[config.mk]
export PLATFORM = sky130hd
export DESIGN_NAME = uart_inst_rx
export DESIGN_NICKNAME = d
export VERILOG_FILES = /design/src/rtl/uart_inst_rx.sv
export SDC_FILE = /design/constraint.sdc
export NUM_CORES = 1
export LEC_CHECK = 0
export ABC_AREA = 1
export BUFFER_PORTS_ARGS = -buffer_cell sky130_fd_sc_hd__buf_2
export CORE_MARGIN = 3
export CORE_UTILIZATION = 45
export DETAILED_ROUTE_END_ITERATION = 16
export PLACE_DENSITY_LB_ADDON = 0.2
export REMOVE_ABC_BUFFERS = 1
export SYNTH_ARGS = -nofsm -noshare
export SYNTH_HDL_FRONTEND = slang
export SYNTH_SLANG_ARGS = --single-unit
[constraint.sdc]
create_clock -name clk -period 2 [get_ports clk]
set_clock_uncertainty 0.2 [all_clocks]
set_input_delay 0.2 -clock clk [delete_from_list [all_inputs] [get_ports clk]]
set_output_delay 0.2 -clock clk [all_outputs]
set_load 0.05 [all_outputs]
[src/rtl/uart_inst_rx.sv]
// UART 8N1 receiver that pairs two bytes (high byte first) into a 16-bit instruction word
// for the fetch-stage override port; an unpaired high byte is dropped after WORD_TIMEOUT idle clocks.
//   state   | meaning
//   S_IDLE  | line idle, waiting for a low level on the synchronized rx
//   S_START | timing to the start-bit mid-point, rejects glitches
//   S_DATA  | shifting in 8 data bits, LSB first
//   S_STOP  | sampling the stop bit, then accept the byte or flag a frame error
module uart_inst_rx #(
   parameter int CLKS_PER_BIT = 434,
   parameter int WORD_TIMEOUT = 8 * CLKS_PER_BIT * 10
) (
   input  logic        clk,
   input  logic        reset,
   input  logic        i_rx,
   output logic [15:0] o_inst,
   output logic        o_inst_en,
   output logic        o_frame_err,
   output logic        o_busy
);

   localparam int CNT_W = $clog2(CLKS_PER_BIT);
   localparam int TO_W  = $clog2(WORD_TIMEOUT + 1);
   localparam logic [CNT_W-1:0] HALF_M1 = CNT_W'(CLKS_PER_BIT / 2 - 1);
   localparam logic [CNT_W-1:0] FULL_M1 = CNT_W'(CLKS_PER_BIT - 1);
   localparam logic [TO_W-1:0]  TO_MAX  = TO_W'(WORD_TIMEOUT);

   typedef enum logic [1:0] {S_IDLE, S_START, S_DATA, S_STOP} state_t;

   state_t             r_state;
   logic               r_rx_meta;
   logic               r_rx_sync;
   logic [CNT_W-1:0]   r_clk_cnt;
   logic [2:0]         r_bit_cnt;
   logic [7:0]         r_shift;
   logic               r_hi_valid;
   logic [7:0]         r_hi_byte;
   logic [TO_W-1:0]    r_to_cnt;

   assign o_busy = (r_state != S_IDLE) || r_hi_valid;

   always_ff @(posedge clk) begin
      if (reset) begin
         r_state     <= S_IDLE;
         r_rx_meta   <= 1'b1;
         r_rx_sync   <= 1'b1;
         r_clk_cnt   <= '0;
         r_bit_cnt   <= '0;
         r_shift     <= '0;
         r_hi_valid  <= 1'b0;
         r_hi_byte   <= '0;
         r_to_cnt    <= '0;
         o_inst      <= '0;
         o_inst_en   <= 1'b0;
         o_frame_err <= 1'b0;
      end else begin
         r_rx_meta   <= i_rx;
         r_rx_sync   <= r_rx_meta;
         o_inst_en   <= 1'b0;
         o_frame_err <= 1'b0;

         // Pending high byte ages only while the line is idle; counter saturates at the limit.
         if (r_state == S_IDLE && r_hi_valid) begin
            if (r_to_cnt == TO_MAX) begin
               r_hi_valid <= 1'b0;
            end else begin
               r_to_cnt <= r_to_cnt + TO_W'(1);
            end
         end

         case (r_state)
            S_IDLE: begin
               if (!r_rx_sync) begin
                  r_state   <= S_START;
                  r_clk_cnt <= '0;
                  r_bit_cnt <= '0;
               end
            end
            S_START: begin
               if (r_clk_cnt == HALF_M1) begin
                  r_clk_cnt <= '0;
                  r_state   <= r_rx_sync ? S_IDLE : S_DATA;
               end else begin
                  r_clk_cnt <= r_clk_cnt + CNT_W'(1);
               end
            end
            S_DATA: begin
               if (r_clk_cnt == FULL_M1) begin
                  r_clk_cnt <= '0;
                  r_shift   <= {r_rx_sync, r_shift[7:1]};
                  if (r_bit_cnt == 3'd7) begin
                     r_state <= S_STOP;
                  end else begin
                     r_bit_cnt <= r_bit_cnt + 3'd1;
                  end
               end else begin
                  r_clk_cnt <= r_clk_cnt + CNT_W'(1);
               end
            end
            S_STOP: begin
               if (r_clk_cnt == FULL_M1) begin
                  r_clk_cnt <= '0;
                  r_state   <= S_IDLE;
                  if (r_rx_sync) begin
                     if (r_hi_valid) begin
                        o_inst     <= {r_hi_byte, r_shift};
                        o_inst_en  <= 1'b1;
                        r_hi_valid <= 1'b0;
                     end else begin
                        r_hi_byte  <= r_shift;
                        r_hi_valid <= 1'b1;
                        r_to_cnt   <= '0;
                     end
                  end else begin
                     // Bad stop bit: drop the byte and resync so the next good byte is a high byte.
                     o_frame_err <= 1'b1;
                     r_hi_valid  <= 1'b0;
                  end
               end else begin
                  r_clk_cnt <= r_clk_cnt + CNT_W'(1);
               end
            end
            default: r_state <= S_IDLE;
         endcase
      end
   end

endmodule

==> out/results.ini <==
[power]
power_mw = 2.82
power_frac_comb_pct = 6.8
leakage_nw = 1.44
clkPwrFrac_pct = 45.1
p_sw_share_pct = 25.2
power.switching_mw = 0.712
powerDensity_nw_per_um2 = 762
p_int_mw = 2.11
peakVddDrop_mv = 0.296
seq_power_share_pct = 48.2

[clock_tree]
cts_max_level = 3
cts_root_buf = clkbuf_8
max-clock-path-buffers = 2
cts_buffers = 9
clock-sinks = 67
clk_pin_slew_worst_paths_ns = 0.08
cts_tree = done
post_cts_buffers = 0
insertion_delay_ns = 0.35

[setup_path]
cpPeakStageDelay_ns = 0.31
crit_family = simple AND/OR/NAND/NOR gates
reg2regPathDepth = 10
start_kind = flip-flop
crit_chain = inv_1, ha_1, nand2_1, nor2_4, nand2_4, nor2_8, nand3_4, buf_12, o21ai_0, a21oi_1
cp-startpoint = r_clk_cnt[1]$_SDFFE_PP0N_
end_kind = flip-flop
cp.arrival_ns = 1.91
endpoint = r_hi_byte[2]$_SDFFE_PP0P_
crit_type = flip-flop to flip-flop
crit_cells = 10
reg2reg_from = r_clk_cnt[1]$_SDFFE_PP0N_
crit_fanout = 16
worstReg2RegEnd = r_hi_byte[2]$_SDFFE_PP0P_
cp_num_buf_inv = 2
slowest_stage = dfxtp_1
required_ns = 2.04
reg2reg_setup_slack_ns = 0.13

[route]
drtAntennaViolNets = 0
dr.first_iter.drc_count = 97
wl_um = 6360
detail_route.wl_per_cell_um = 11.3
dr_total_vias = 2724
via_per_inst = 4.82
drtPass1Iterations = 4
drc = 0

[timing]
setup_viol = 0
fin_crit_ns = 1.87
worstMarginPinSlew_ns = 0.476
max_freq_mhz = 536
tns_ns = 0
fin_ws_ns = 0.134
min_period_over_period_pct = 93.3
finalHoldViolCount = 0
relSlewSlack_pct = 68.2
rsz0062_at_grt = false
fin_hold_ws_ns = 0.0500
drv_slew = 0

[cells_and_area]
nets = 474
fillers = 669
finish.utilization_pct = 53.9
seq_area_sq_um = 1340
drive_gt1_share_pct = 18.6
area_growth_pct = 14.4
final_cell_mix = nand2_1, dfxtp_1, inv_1
multi_input_area_sq_um = 1550
final_common_cell = nand2_1
diodes = 0

[floorplanning]
ios = 22
dieArea_sq_um = 8250
die_w_um = 90.8
rows = 30
core_area_sq_um = 6870
initial_core_util_pct = 47.1
die_h_um = 90.8

[run]
drv_cap = 0

[global_routing]
grt_first_pass_wirelength_um = 11000
grt_pass1_vias = 2489
grt_start_max_net_pins = 39
grt.total_usage_pct = 16.2
grt_antenna_before_repair = 0
grt_remaining_overflow = 0

[yosys]
yosysUniqueCellTypes = 31
yosys_warnings = 0
seq_area_frac_synth_pct = 41.4
syn_area_sq_um = 3240
syn_avg_cell_area_sq_um = 7.46
ys_ff_latch = 67
syn-instance-count = 434

[placement]
io_buffers = 21
gp_congestion = 0.890
pre_cts_ws_ns = 0.0507
dp_hpwl_um = 4290

[hold_path]
hp-class = primary input to flip-flop

[outcome]
status = finished clean

==> metal layers <==
metal  part of all wire, %  GRT usage [%]
met3                   3.8           3.50
met2                    44           25.6
met1                    50           21.4
met4                   1.7           7.16
met5                     0              0
==> how the worst min path moves through the flow <==
stage                     cells after the start               endpoint  slack, ns  start
final                                         3  r_hi_valid$_SDFF_PP0_       0.05  reset
after global routing                          3  r_hi_valid$_SDFF_PP0_       0.07  reset
after CTS                                     3  r_hi_valid$_SDFF_PP0_       0.05  reset
after detailed placement                      2   r_rx_meta$_SDFF_PP1_       0.19   i_rx
after global placement                        2   r_rx_meta$_SDFF_PP1_       0.19   i_rx
after floorplan                               1  r_hi_valid$_SDFF_PP0_       0.06  reset
==> cell usage after synthesis <==
cell type / number / area (sq um)
nand2_1: 78 / 293
dfxtp_1: 67 / 1340
inv_1: 66 / 248
a21oi_1: 41 / 205
nor2_1: 32 / 120
nand3_1: 31 / 155
o21ai_0: 26 / 130
a21oi_2: 15 / 131
nand4_1: 9 / 56.3
nor3_1: 8 / 40.0
ha_1: 7 / 87.6
o21ai_1: 7 / 35.0
o21ai_2: 7 / 61.3
buf_6: 6 / 67.6
xor2_1: 5 / 43.8
clkbuf_1: 4 / 15.0
inv_2: 4 / 15.0
or2_2: 3 / 18.8
buf_2: 2 / 10.0
nand2_4: 2 / 22.5
nand3_4: 2 / 35.0
nor2_2: 2 / 12.5
nor2_4: 2 / 22.5
a211oi_1: 1 / 7.51
buf_4: 1 / 7.51
clkbuf_2: 1 / 5.00
nand2_2: 1 / 6.26
nand3b_1: 1 / 7.51
nor2_8: 1 / 20.0
nor3b_1: 1 / 7.51
xnor2_1: 1 / 8.76
==> final cells by class <==
cell class	count	share of cell area [%]
clock buffer	9	3.35
timing repair buffer	32	5.47
multi-input combinational	284	41.9
tap	96	3.24
sequential	67	36.2
clock inverter	7	2.74
inverter	70	7.10
==> registers in the layout, summed over array words and instances, names as in the netlist, named ones only <==
name,cells
r_clk_cnt,9
r_bit_cnt,3
r_hi_valid,1
o_inst,16
o_inst_en,1
r_to_cnt,16
r_rx_meta,1
r_hi_byte,8
o_frame_err,1
r_rx_sync,1
r_shift,8
r_state,1
==> per-stage QoR <==
stage	instance area, sq um	std cells
3_5_place_dp	3440	547
5_1_grt	3700	565
2_1_floorplan	3130	420
6_report	3700	565
3_3_place_gp	3440	547
4_1_cts	3680	564
==> power by group through the flow <==
stage	Combinational, mW	Clock [mW]	Sequential [mW]
after floorplan	0.129	0	1.39
after global placement	0.188	0	1.39
after detailed placement	0.190	0	1.39
after CTS	0.192	1.30	1.36
after global routing	0.215	1.35	1.36
final	0.191	1.27	1.36
==> repair_timing <==
item | CTS | global route
resized for setup | 0 | 2
hold buffers | 1 | 0
hold endpoints to repair | 1 | 0
setup endpoints to repair | 0 | 16
==> tightest hold or removal path: stages <==
cell and delay, ns:
buf_2 0.10, buf_4 0.21, a21oi_2 0.04
==> cells by family after synthesis <==
family | count (synthesis) | synth area share [%]
simple gates | 173 | 25.2
compound gates | 97 | 17.6
buf+inv | 84 | 11.4
flops | 67 | 41.4
fa+ha+maj | 7 | 2.71
xor+xnor | 6 | 1.62
Power figures use the tool's default switching activity.
